$ cat config.mk
export PLATFORM = sky130hd
export DESIGN_NAME = salu_writeback_queue_flat
export DESIGN_NICKNAME = d
export VERILOG_FILES = /design/src/rtl/salu_writeback_queue_if.sv /design/src/rtl/salu_writeback_queue.sv /design/src/flat_wrapper.sv
export SDC_FILE = /design/constraint.sdc
export NUM_CORES = 1
export LEC_CHECK = 0
export CORE_MARGIN = 4
export CORE_UTILIZATION = 45
export CTS_BUF_LIST = sky130_fd_sc_hd__clkbuf_8
export DETAILED_ROUTE_END_ITERATION = 8
export GPL_TIMING_DRIVEN = 0
export PLACE_DENSITY = 0.65
export SETUP_SLACK_MARGIN = 0.3
export SKIP_CTS_REPAIR_TIMING = 1
export SLEW_MARGIN = 20
export SYNTH_ARGS = -nofsm -noshare
export SYNTH_HDL_FRONTEND = slang
export SYNTH_SLANG_ARGS = --single-unit
$ cat constraint.sdc
create_clock -name clock -period 9.74 [get_ports clock]
set_clock_uncertainty 0.05 [all_clocks]
set_input_delay 2.435 -clock clock [delete_from_list [all_inputs] [get_ports clock]]
set_output_delay 2.435 -clock clock [all_outputs]
set_load 0.03 [all_outputs]
$ cat src/rtl/salu_writeback_queue_if.sv
// SALU result bus into the writeback queue: valid/ready plus the result payload.
interface salu_writeback_queue_if;
  logic        in_valid;
  logic        in_ready;
  logic [7:0]  in_dst;
  logic [63:0] in_data;
  logic        in_is64;
  logic        in_scc_we;
  logic        in_scc;

  modport master (output in_valid, in_dst, in_data, in_is64, in_scc_we, in_scc, input in_ready);
  modport slave  (input in_valid, in_dst, in_data, in_is64, in_scc_we, in_scc, output in_ready);
endinterface

$ cat src/rtl/salu_writeback_queue.sv
// In-order SALU writeback FIFO draining one entry per cycle to the SGPR write port,
// dropping writes to protected SGPRs and flagging operand hazards on pending dests.
module salu_writeback_queue #(
  parameter int DEPTH = 4,
  parameter int CNT_W = 3
) (
  input  logic                  clock,
  input  logic                  reset_n,
  salu_writeback_queue_if.slave in_if,
  input  logic                  hold,
  input  logic [7:0]            rd_addr0,
  input  logic [7:0]            rd_addr1,
  output logic                  hazard,
  output logic [7:0]            w0,
  output logic [63:0]           wv,
  output logic                  en_w,
  output logic                  en_64,
  output logic                  scc_val,
  output logic                  ro_err,
  output logic [CNT_W-1:0]      count
);
  localparam int PTR_W = $clog2(DEPTH);

  typedef struct packed {
    logic [7:0]  dst;
    logic [63:0] data;
    logic        is64;
    logic        scc_we;
    logic        scc;
    logic        ill;
  } entry_t;

  function automatic logic ill_addr(input logic [7:0] a);
    return (a == 8'h7D) || (a >= 8'h80 && a <= 8'hE8) ||
           (a >= 8'hF0 && a <= 8'hF8) || (a >= 8'hFB && a <= 8'hFD);
  endfunction

  function automatic logic hit(input logic [7:0] d, input logic w, input logic [7:0] a);
    return (a == d) || (w && a == d + 8'd1);
  endfunction

  entry_t             mem [DEPTH];
  logic [PTR_W-1:0]   wr_ptr, rd_ptr;
  logic               full, push, pop;
  entry_t             in_e, head;

  assign full         = (count == CNT_W'(DEPTH));
  assign in_if.in_ready = !full;
  assign push         = in_if.in_valid && !full;
  assign pop          = (count != '0) && !hold;
  assign head         = mem[rd_ptr];

  // Legality is resolved at enqueue so drain and hazard logic see one flag.
  // An is64 write at 0xFF would wrap to SGPR 0, which is never allowed.
  always_comb begin
    in_e        = '0;
    in_e.dst    = in_if.in_dst;
    in_e.data   = in_if.in_is64 ? in_if.in_data : {32'b0, in_if.in_data[31:0]};
    in_e.is64   = in_if.in_is64;
    in_e.scc_we = in_if.in_scc_we;
    in_e.scc    = in_if.in_scc;
    in_e.ill    = ill_addr(in_if.in_dst) ||
                  (in_if.in_is64 && (in_if.in_dst == 8'hFF || ill_addr(in_if.in_dst + 8'd1)));
  end

  always_ff @(posedge clock) begin
    if (push) mem[wr_ptr] <= in_e;
  end

  always_ff @(posedge clock or negedge reset_n) begin
    if (!reset_n) begin
      wr_ptr  <= '0;
      rd_ptr  <= '0;
      count   <= '0;
      w0      <= '0;
      wv      <= '0;
      en_w    <= 1'b0;
      en_64   <= 1'b0;
      scc_val <= 1'b0;
      ro_err  <= 1'b0;
    end else begin
      if (push) wr_ptr <= wr_ptr + 1'b1;
      if (pop)  rd_ptr <= rd_ptr + 1'b1;
      if (push && !pop)      count <= count + 1'b1;
      else if (!push && pop) count <= count - 1'b1;
      en_w   <= 1'b0;
      en_64  <= 1'b0;
      ro_err <= 1'b0;
      if (pop) begin
        w0     <= head.dst;
        wv     <= head.data;
        en_w   <= !head.ill;
        en_64  <= !head.ill && head.is64;
        ro_err <= head.ill;
        if (head.scc_we) scc_val <= head.scc;
      end
    end
  end

  // en_64 doubles as the in-flight write's is64 since en_w implies a legal entry.
  always_comb begin
    entry_t e;
    hazard = en_w && (hit(w0, en_64, rd_addr0) || hit(w0, en_64, rd_addr1));
    for (int k = 0; k < DEPTH; k++) begin
      e = mem[rd_ptr + PTR_W'(k)];
      if (CNT_W'(k) < count && !e.ill &&
          (hit(e.dst, e.is64, rd_addr0) || hit(e.dst, e.is64, rd_addr1)))
        hazard = 1'b1;
    end
  end
endmodule

$ cat src/flat_wrapper.sv
// flat-port wrapper written by rule: the top's interface ports become plain ports
module salu_writeback_queue_flat 
#(
  parameter int DEPTH = 4,
  parameter int CNT_W = 3
)
  (clock, reset_n, hold, rd_addr0, rd_addr1, hazard, w0, wv, en_w, en_64, scc_val, ro_err, count, in_if_in_valid, in_if_in_dst, in_if_in_data, in_if_in_is64, in_if_in_scc_we, in_if_in_scc, in_if_in_ready);
  salu_writeback_queue_if in_if_i ();
  input  logic clock;
  input  logic reset_n;
  input  logic hold;
  input  logic [7:0] rd_addr0;
  input  logic [7:0] rd_addr1;
  output logic hazard;
  output logic [7:0] w0;
  output logic [63:0] wv;
  output logic en_w;
  output logic en_64;
  output logic scc_val;
  output logic ro_err;
  output logic [CNT_W-1:0] count;
  input wire logic [$bits(in_if_i.in_valid)-1:0] in_if_in_valid;
  input wire logic [$bits(in_if_i.in_dst)-1:0] in_if_in_dst;
  input wire logic [$bits(in_if_i.in_data)-1:0] in_if_in_data;
  input wire logic [$bits(in_if_i.in_is64)-1:0] in_if_in_is64;
  input wire logic [$bits(in_if_i.in_scc_we)-1:0] in_if_in_scc_we;
  input wire logic [$bits(in_if_i.in_scc)-1:0] in_if_in_scc;
  output wire logic [$bits(in_if_i.in_ready)-1:0] in_if_in_ready;
  assign in_if_i.in_valid = in_if_in_valid;
  assign in_if_i.in_dst = in_if_in_dst;
  assign in_if_i.in_data = in_if_in_data;
  assign in_if_i.in_is64 = in_if_in_is64;
  assign in_if_i.in_scc_we = in_if_in_scc_we;
  assign in_if_i.in_scc = in_if_in_scc;
  assign in_if_in_ready = in_if_i.in_ready;
  salu_writeback_queue #(.DEPTH(DEPTH), .CNT_W(CNT_W)) u_core (.clock(clock), .reset_n(reset_n), .in_if(in_if_i), .hold(hold), .rd_addr0(rd_addr0), .rd_addr1(rd_addr1), .hazard(hazard), .w0(w0), .wv(wv), .en_w(en_w), .en_64(en_64), .scc_val(scc_val), .ro_err(ro_err), .count(count));
endmodule
==> results of run 1 <==
## power by group through the flow
stage | registers, mW | logic, mW | clock network, mW
2_1_floorplan | 2.77 | 2.01 | 0
3_3_place_gp | 2.53 | 3.30 | 0
3_5_place_dp | 2.50 | 3.36 | 0
4_1_cts | 2.47 | 3.37 | 1.37
5_1_grt | 2.51 | 3.59 | 1.45
6_report | 2.47 | 3.33 | 1.33
## flip-flops by register name (all words and copies together) (netlist names)
name            cells
u_core.scc_val      1
u_core.mem        304
u_core.wr_ptr       2
u_core.en_64        1
u_core.rd_ptr       2
u_core.en_w         1
u_core.count        3
u_core.w0           8
u_core.ro_err       1
u_core.wv          64
## layer usage
| layer | track usage [%] | up-vias |
|---|---|---|
| li1 | - | 5374 |
| met1 | 27.9 | 5939 |
| met2 | 34.3 | 390 |
| met3 | 5.59 | 90 |
| met4 | 6.93 | 12 |
| met5 | 0 | - |
## final cells by class
cell class / instances / area, sq um
Fill cell: 3433 / 18600
Clock inverter: 43 / 258
Clock buffer: 69 / 950
Timing Repair Buffer: 167 / 1750
Multi-Input combinational cell: 833 / 7020
Buffer: 78 / 380
Tap cell: 532 / 666
Inverter: 15 / 56.3
Sequential cell: 387 / 11200
Antenna cell: 2 / 5.00
## Yosys cell counts (all sizes together), types with 3 or more instances
cell type	count
clkbuf	46
and3	6
a211oi	4
and2	41
dfrtp	83
nand2b	9
o211ai	6
nor3b	3
ha	19
xnor2	114
o32a	3
mux4	107
inv	15
nor3	14
nor2	28
o21ai	21
mux2i	18
nand3b	5
nand3	24
o22ai	4
or4	4
nor4	12
a21oi	11
mux2	8
and4	3
xor2	37
o41ai	3
nand4	24
nand2	256
edfxtp	304
nand4b	3
and4b	8
buf	32
## worst max-delay path, delay by kind of cell
kind,cells,cell delay (ps)
buf+inv,3,1780
simple gates,3,640
compound gates,3,620
## worst max path at each step
stage | slack [ps] | to | start | depth (start not counted)
2_1_floorplan | 3010 | hazard | rd_addr1[2] | 9
3_3_place_gp | 1820 | hazard | rd_addr1[5] | 9
3_5_place_dp | 1810 | hazard | rd_addr1[5] | 9
4_1_cts | 1800 | hazard | rd_addr1[5] | 9
5_1_grt | 1690 | hazard | rd_addr1[5] | 9
6_report | 1770 | hazard | rd_addr1[5] | 9
## cells by family (layout without fill, tap and decap cells)
| group | Yosys count | in the layout | synth area share, % |
|---|---|---|---|
| adder cells (fa/ha/maj) | 20 | 20 | 1.33 |
| AO/OA/AOI/OAI | 78 | 78 | 2.97 |
| AND/OR/NAND/NOR | 451 | 451 | 11.5 |
| flip-flops | 387 | 387 | 60.1 |
| buffers and inverters | 93 | 372 | 2.34 |
| XOR/XNOR | 151 | 151 | 7.28 |
| multiplexers | 133 | 133 | 14.4 |
| other | 0 | 2 | 0 |
==> metrics.md, run 1 <==
| Metric | Value |
|---|---|
| Status | `complete, no violations` |
| Syn Inst Count | `1313` |
| Critical path class | `in -> out` |
| Pwr/cell area | `320 mW/mm^2` |
| Final worst-path setup slack | `1770 ps` |
| Met2 Wirelength | `22600 um` |
| Cell area after placement | `0.0211 sq mm` |
| Seq/Total Area, Yosys | `60.1%` |
| Yosys reg bits | `387` |
| Number of CTS-inserted buffers | `60` |
| Max_cap viols | `0` |
| Worst reg2reg endpoint | `u_core.wv[27]` |
| CTS tree | `yes` |
| Final Cycle Share | `81.8%` |
| Cell taking the most area after synthesis | `edfxtp_1` |
| Hold_ws | `420 ps` |
| Max FO, Critical Path | `10` |
| Synth top area cells | `edfxtp_1 (49%), mux4_2 (13%), dfrtp_1 (11%)` |
| First-pass GRT wire length | `72400 um` |
| DRT iter0 DRCs | `902` |
| Startpoint of the worst hold path | `u_core.wv[41]` |
| Yosys cell types | `71` |
| Normalized max-slew margin | `37.8%` |
| Share of the synthesized area in the top cell type | `49.0%` |
| Port Buffer Count | `161` |
| Switching power | `2.73 mW` |
| Max Slew Vio Count | `0` |
| Worst skew pair latency | `610 ps` |
| Core ar. | `0.0409 sq mm` |
| Mean post-synth cell area | `14.2 sq um` |
| Yosys warning total | `0` |
| Final ANT Viol Nets | `0` |
| Comb pwr share | `46.7%` |
| Area grow syn2layout | `19.6%` |
| Hold endpoint | `u_core.wv[41]` |
| CP max stage cell | `clkdlybuf4s50_1` |
| RSZ-0062 raised after global routing | `no` |
| Via count | `11800` |
| Post-synth EDFFs | `304` |
| Vias in the first global route | `12300` |
| Critical path required time | `7260 ps` |
| Root Driver | `clkbuf_8` |
| Most common cell after layout, fill and taps aside | `edfxtp_1` |
| R2r worst-path depth | `9` |
| Initial antenna violation count | `9` |
| Fin nets | `1656` |
| Die width | `212 um` |
| Crit path largest cell delay | `680 ps` |
| Met3 WL post-DR | `3720 um` |
| Clock Path Buffers | `3` |
| Crit-path cells | `clkdlybuf4s50_1 > clkbuf_1 > nand3_1 > o32a_1 > o221a_1 > nor4_2 > o211ai_1 > nand4_1 > clkdlybuf4s50_1` |
| Largest net degree at the start of global routing | `52` |
| Clk pwr share | `18.7%` |
| Slew @ Worst Pin | `923 ps` |
| WP data arrival | `5480 ps` |
| Leak | `8.04 nW` |
| CP endpoint kind | `output pin` |
| Uppermost routed layer | `met5` |
| I/O Pins | `176` |
| DP Wirelength | `32800 um` |
| Routability cong. | `0.932` |
| WL met1 | `19400 um` |
| Final Util | `54.5%` |
| DRC | `0` |
| Syn Nets | `1427` |
| Commonest non-fill, non-tap cells in the layout | `edfxtp_1 (304), nand2_1 (256), clkdlybuf4s50_1 (160)` |
| Row cnt | `74` |
| Routed WL | `47200 um` |
| Switching share of power | `38.3%` |
| Worst setup SP type | `input port` |
| Final Setup Violations | `0` |
| Vias per cell | `5.55` |
| Most used cell, CP | `clkdlybuf4s50_1` |
| Mapped Area | `0.0186 sq mm` |
| Int Power | `4.41 mW` |
| Sequential Power Share | `34.6%` |
| Setup TNS | `0 ps` |
| Initial Util | `45.5%` |
| DP Cell Count | `2012` |
| Fraction of layout cells with a size suffix above 1 | `15.1%` |
| Hold crit path type | `reg -> reg` |
| Final std cells w/o fill | `2126` |
| # clock sinks | `387` |
| Hold Vio Cnt, Final | `0` |
| Post-layout min period | `7970 ps` |
| Overall power | `7.14 mW` |
| GRT overflow | `0` |
| Post-synth top flop | `edfxtp_1` |
| Clock-pin slew on the worst setup and hold paths | `60 ps` |
| Setup Slack @ Placement | `1810 ps` |
| Ys async rst share | `21.4%` |
| Worst reg2reg setup slack | `6340 ps` |
| DRT Pass-1 Iters | `5` |
| Post-route cell area | `0.0223 sq mm` |
| Hold depth | `2` |
| DIE AREA | `0.0447 sq mm` |
| Worst r2r src | `u_core.rd_ptr[1]` |
| WL/cell | `22.2 um` |
| Total GRT Usage | `21.1%` |
| H-tree Lvls | `2` |
| Chip height | `212 um` |
| Max IR drop VDD | `0.166 mV` |
| Fmax | `125 MHz` |
Note: power is estimated with default switching activity, not from simulation.
==> run 2: changes to the inputs <==
- PLACE_DENSITY: 0.65 -> 0.68
- clock period: 9.74 -> 7.2 ns (I/O delays scaled with it)
==> metrics.md, run 2 (synthesis gave the netlist of run 1 again) <==
| Metric | Value |
|---|---|
| Final Cycle Share | `93.1%` |
| Row cnt | `74` |
| Initial antenna violation count | `3` |
| Hold_ws | `425 ps` |
| Initial Util | `45.5%` |
| Critical path class | `in -> out` |
| I/O Pins | `176` |
| Switching share of power | `38.2%` |
| Top reg by flops | `u_core.mem` |
| Max FO, Critical Path | `10` |
| Pwr/cell area | `434 mW/mm^2` |
| Slew @ Worst Pin | `1040 ps` |
| Critical path's top delay family | `buffers and inverters` |
| Root Driver | `clkbuf_8` |
| Routed WL | `47600 um` |
| H-tree Lvls | `2` |
| Normalized max-slew margin | `30.1%` |
| CTS tree | `yes` |
| Final ANT Viol Nets | `0` |
| DRT iter0 DRCs | `895` |
| Met3 WL post-DR | `3610 um` |
| Switching power | `3.70 mW` |
| DIE AREA | `0.0447 sq mm` |
| RSZ-0062 raised after global routing | `no` |
| Crit path largest cell delay | `690 ps` |
| Post-layout min period | `6700 ps` |
| DP Cell Count | `2013` |
| DP Wirelength | `33000 um` |
| Fin nets | `1655` |
| First-pass GRT wire length | `73100 um` |
| WL met1 | `19800 um` |
| Number of CTS-inserted buffers | `58` |
| Total GRT Usage | `21.2%` |
| DRC | `0` |
| Hold Vio Cnt, Final | `0` |
| Antenna diodes | `0` |
| Max Slew Vio Count | `0` |
| Fraction of layout cells with a size suffix above 1 | `15.2%` |
| GRT overflow | `0` |
| Fmax | `149 MHz` |
| Sequential Power Share | `34.7%` |
| Commonest non-fill, non-tap cells in the layout | `edfxtp_1 (304), nand2_1 (256), clkdlybuf4s50_1 (160)` |
| Area grow syn2layout | `19.8%` |
| Startpoint of the worst hold path | `u_core.wv[45]` |
| Largest net degree at the start of global routing | `66` |
| WP data arrival | `4850 ps` |
| DRT Pass-1 Iters | `5` |
| Status | `complete, no violations` |
| Crit path launch | `rd_addr1[5]` |
| Uppermost routed layer | `met5` |
| Clock Path Buffers | `3` |
| Routability cong. | `0.956` |
| Clock-pin slew on the worst setup and hold paths | `60 ps` |
| Setup TNS | `0 ps` |
| Vias in the first global route | `12100` |
| Critical path required time | `5350 ps` |
| Crit-path cells | `clkdlybuf4s50_1 > clkbuf_1 > xor2_1 > nor4_1 > o211ai_1 > nand3_1 > and4b_1 > nand4_1 > clkdlybuf4s50_1` |
| Port Buffer Count | `161` |
| # clock sinks | `387` |
| Die width | `212 um` |
| Final std cells w/o fill | `2120` |
| Comb pwr share | `46.7%` |
| Most used cell, CP | `clkdlybuf4s50_1` |
| Chip height | `212 um` |
| Vias per cell | `5.60` |
| Via count | `11900` |
| Max IR drop VDD | `0.226 mV` |
| Worst r2r src | `u_core.rd_ptr[1]` |
| WP buf/inv | `3` |
| Core ar. | `0.0409 sq mm` |
| Hold crit path type | `reg -> reg` |
| CP endpoint kind | `output pin` |
| Max reg flops | `304` |
| Worst setup SP type | `input port` |
| WL/cell | `22.5 um` |
| Met2 Wirelength | `23100 um` |
| CP max stage cell | `clkdlybuf4s50_1` |
| Most common cell after layout, fill and taps aside | `edfxtp_1` |
| Max_cap viols | `0` |
| Final Setup Violations | `0` |
| Clk pwr share | `18.7%` |
| Leak | `8.05 nW` |
| Worst skew pair latency | `610 ps` |
| Top flop regs | `u_core.mem (304), u_core.wv (64), u_core.w0 (8)` |
| Int Power | `5.99 mW` |
==> run 2: stage by stage <==
stage / setup slack, ps / instance area, sq um / total power, mW / utilization (%)
6_report: 499 / 22300 / 9.69 / 54.6
4_1_cts: 485 / 22300 / 9.78 / 54.6
3_5_place_dp: 490 / 21100 / 7.94 / 51.6
3_3_place_gp: 466 / 20900 / 7.88 / 51.1
2_1_floorplan: 1740 / 18600 / 6.46 / -
5_1_grt: 367 / 22300 / 10.3 / 54.6
==> run 2: power by group through the flow <==
stage	combinational (mW)	clock, mW	sequential (mW)
global placement	4.45	0	3.44
detailed placement	4.55	0	3.40
CTS	4.56	1.86	3.36
floorplan	2.72	0	3.74
global route	4.87	1.96	3.42
finish	4.53	1.81	3.36
==> run 2: path summary, 6_finish.rpt <==
check,slack (ps),to,cells past startpoint
worst max-delay path,500,hazard,9
worst min-delay path,420,u_core.wv[45],2
worst max register to register,3750,u_core.wv[27],9
worst min register to register,420,u_core.wv[45],2
max in group asynchronous,5460,u_core.en_64,2
min in group asynchronous,1000,u_core.wv[35],1
==> run 2: cell type report <==
cell class	count	area (sq um)
Clock inverter	36	236
Multi-Input combinational cell	833	7020
Buffer	78	380
Fill cell	3419	18600
Tap cell	532	666
Sequential cell	387	11200
Timing Repair Buffer	168	1790
Inverter	15	56.3
Clock buffer	71	977
==> run 2: metal layers <==
layer,vias up,GRT usage [%]
met2,440,34.5
met1,5976,29.4
met5,-,0
met3,83,4.74
li1,5376,-
met4,6,5.44
==> run 2: worst register-to-register path, cell delays in order, from the launching register on <==
cell and delay, ps:
dfrtp_1 480, buf_4 260, buf_2 330, buf_2 330, buf_2 360, buf_2 370, clkbuf_1 580, mux4_2 410
nand2_1 120, nand2_1 70
==> run 3: changes to the inputs <==
--- a/config.mk
+++ b/config.mk
@@ -8,3 +8,3 @@
 export CORE_MARGIN = 4
-export CORE_UTILIZATION = 45
+export CORE_UTILIZATION = 40
 export CTS_BUF_LIST = sky130_fd_sc_hd__clkbuf_8
@@ -12,3 +12,3 @@
 export GPL_TIMING_DRIVEN = 0
-export PLACE_DENSITY = 0.68
+export MAX_ROUTING_LAYER = met4
 export SETUP_SLACK_MARGIN = 0.3
--- a/constraint.sdc
+++ b/constraint.sdc
@@ -4,2 +4,2 @@
 set_output_delay 1.8 -clock clock [all_outputs]
-set_load 0.03 [all_outputs]
+set_load 0.005 [all_outputs]
==> metrics.md, run 3 (synthesis gave the netlist of run 1 again) <==
| Metric | Value |
|---|---|
| Core ar. | `0.0457 sq mm` |
| Routed WL | `49600 um` |
| Final Setup Violations | `0` |
| Initial antenna violation count | `5` |
| Root Driver | `clkbuf_8` |
| CP endpoint kind | `output pin` |
| Port Buffer Count | `161` |
| Worst r2r src | `u_core.rd_ptr[1]` |
| Fin nets | `1662` |
| Hold crit path type | `reg -> reg` |
| DP Wirelength | `34400 um` |
| Vias per cell | `5.35` |
| Worst skew pair latency | `620 ps` |
| Fraction of layout cells with a size suffix above 1 | `15.6%` |
| GRT overflow | `0` |
| Post-layout min period | `6550 ps` |
| Die width | `224 um` |
| Chip height | `224 um` |
| Worst reg2reg endpoint | `u_core.wv[34]` |
| I/O Pins | `176` |
| Final Cycle Share | `91.0%` |
| Worst reg2reg setup slack | `3740 ps` |
| Worst setup SP type | `input port` |
| Clock-pin slew on the worst setup and hold paths | `60 ps` |
| Max Slew Vio Count | `0` |
| Critical path class | `in -> out` |
| Slew @ Worst Pin | `973 ps` |
| # clock sinks | `387` |
| Number of CTS-inserted buffers | `66` |
| Normalized max-slew margin | `34.4%` |
| Leak | `8.04 nW` |
| Final Util | `49.1%` |
| Initial Util | `40.8%` |
| Clock Path Buffers | `3` |
| H-tree Lvls | `3` |
| Routability cong. | `0.939` |
| Max_cap viols | `0` |
| Largest net degree at the start of global routing | `59` |
| Crit path to | `hazard` |
| Max IR drop VDD | `0.180 mV` |
| RSZ-0062 raised after global routing | `no` |
| DRT Pass-1 Iters | `5` |
| DRC | `0` |
| Top flop regs | `u_core.mem (304), u_core.wv (64), u_core.w0 (8)` |
| Total GRT Usage | `20.5%` |
| CTS tree | `yes` |
| Crit path launch | `rd_addr1[5]` |
| Status | `complete, no violations` |
| Vias in the first global route | `12400` |
| Final ANT Viol Nets | `0` |
| Max reg flops | `304` |
| Area grow syn2layout | `20.3%` |
| WL/cell | `22.5 um` |
| Max FO, Critical Path | `10` |
| Fmax | `153 MHz` |
| Setup TNS | `0 ps` |
| Startpoint of the worst hold path | `u_core.wv[2]` |
| Critical path required time | `5350 ps` |
| Hold Vio Cnt, Final | `0` |
| R2r worst-path depth | `9` |
| Via count | `11800` |
| Most common cell after layout, fill and taps aside | `edfxtp_1` |
| DIE AREA | `0.0501 sq mm` |
| Commonest non-fill, non-tap cells in the layout | `edfxtp_1 (304), nand2_1 (256), clkdlybuf4s50_1 (160)` |
| Pwr/cell area | `414 mW/mm^2` |
| DRT iter0 DRCs | `752` |
| First-pass GRT wire length | `76000 um` |
| Row cnt | `78` |
| WP data arrival | `4700 ps` |
| Top reg by flops | `u_core.mem` |
[run 3: how the worst min path moves through the flow]
stage | slack, ps | cells after the start | endpoint
after floorplan | 420 | 2 | u_core.wv[0]
after global placement | 410 | 2 | u_core.wv[6]
after detailed placement | 410 | 2 | u_core.wv[45]
after CTS | 430 | 2 | u_core.wv[47]
after global routing | 450 | 2 | u_core.wv[20]
final | 420 | 2 | u_core.wv[2]
[run 3: critical path: stages]
cell and delay, ps:
clkdlybuf4s50_1 570, clkbuf_1 550, nand3_1 140, o32a_1 200, o221a_1 260, nor4_2 330
o211ai_1 160, nand4_1 150, clkdlybuf4s50_1 530
[run 3: per-layer routing]
layer  vias to the layer above  track usage (%)  routed length (um)
li1                       5394                -                   -
met1                      5949             26.6               21100
met2                       375             31.6               23600
met3                        91             5.25                3380
met4                         0             6.80                1530
met5                         -                -                   0
[run 3: layout make-up]
class,count,area [sq um]
fill,4023,23300
inverter,15,56.3
sequential,387,11200
clock buffer,70,963
buffer,78,380
multi-input combinational,833,7020
timing repair buffer,167,1760
antenna,6,15.0
tap,600,751
clock inverter,51,272
[run 3: where the power goes]
part	internal, mW	switching [mW]	leakage [nW]
clock	0.947	0.879	0.717
sequential	3.03	0.319	3.82
combinational	1.95	2.16	3.50
[run 3: per-stage QoR]
step,power [mW],cell area (sq um),instances,setup WS [ps],hold WS (ps)
floorplan,6.04,18600,1313,1930,420
global placement,7.51,21000,2074,380,411
detailed placement,7.53,21200,2080,673,411
CTS,9.40,22400,2201,660,427
global route,9.90,22400,2206,493,454
finish,9.29,22400,2207,648,424
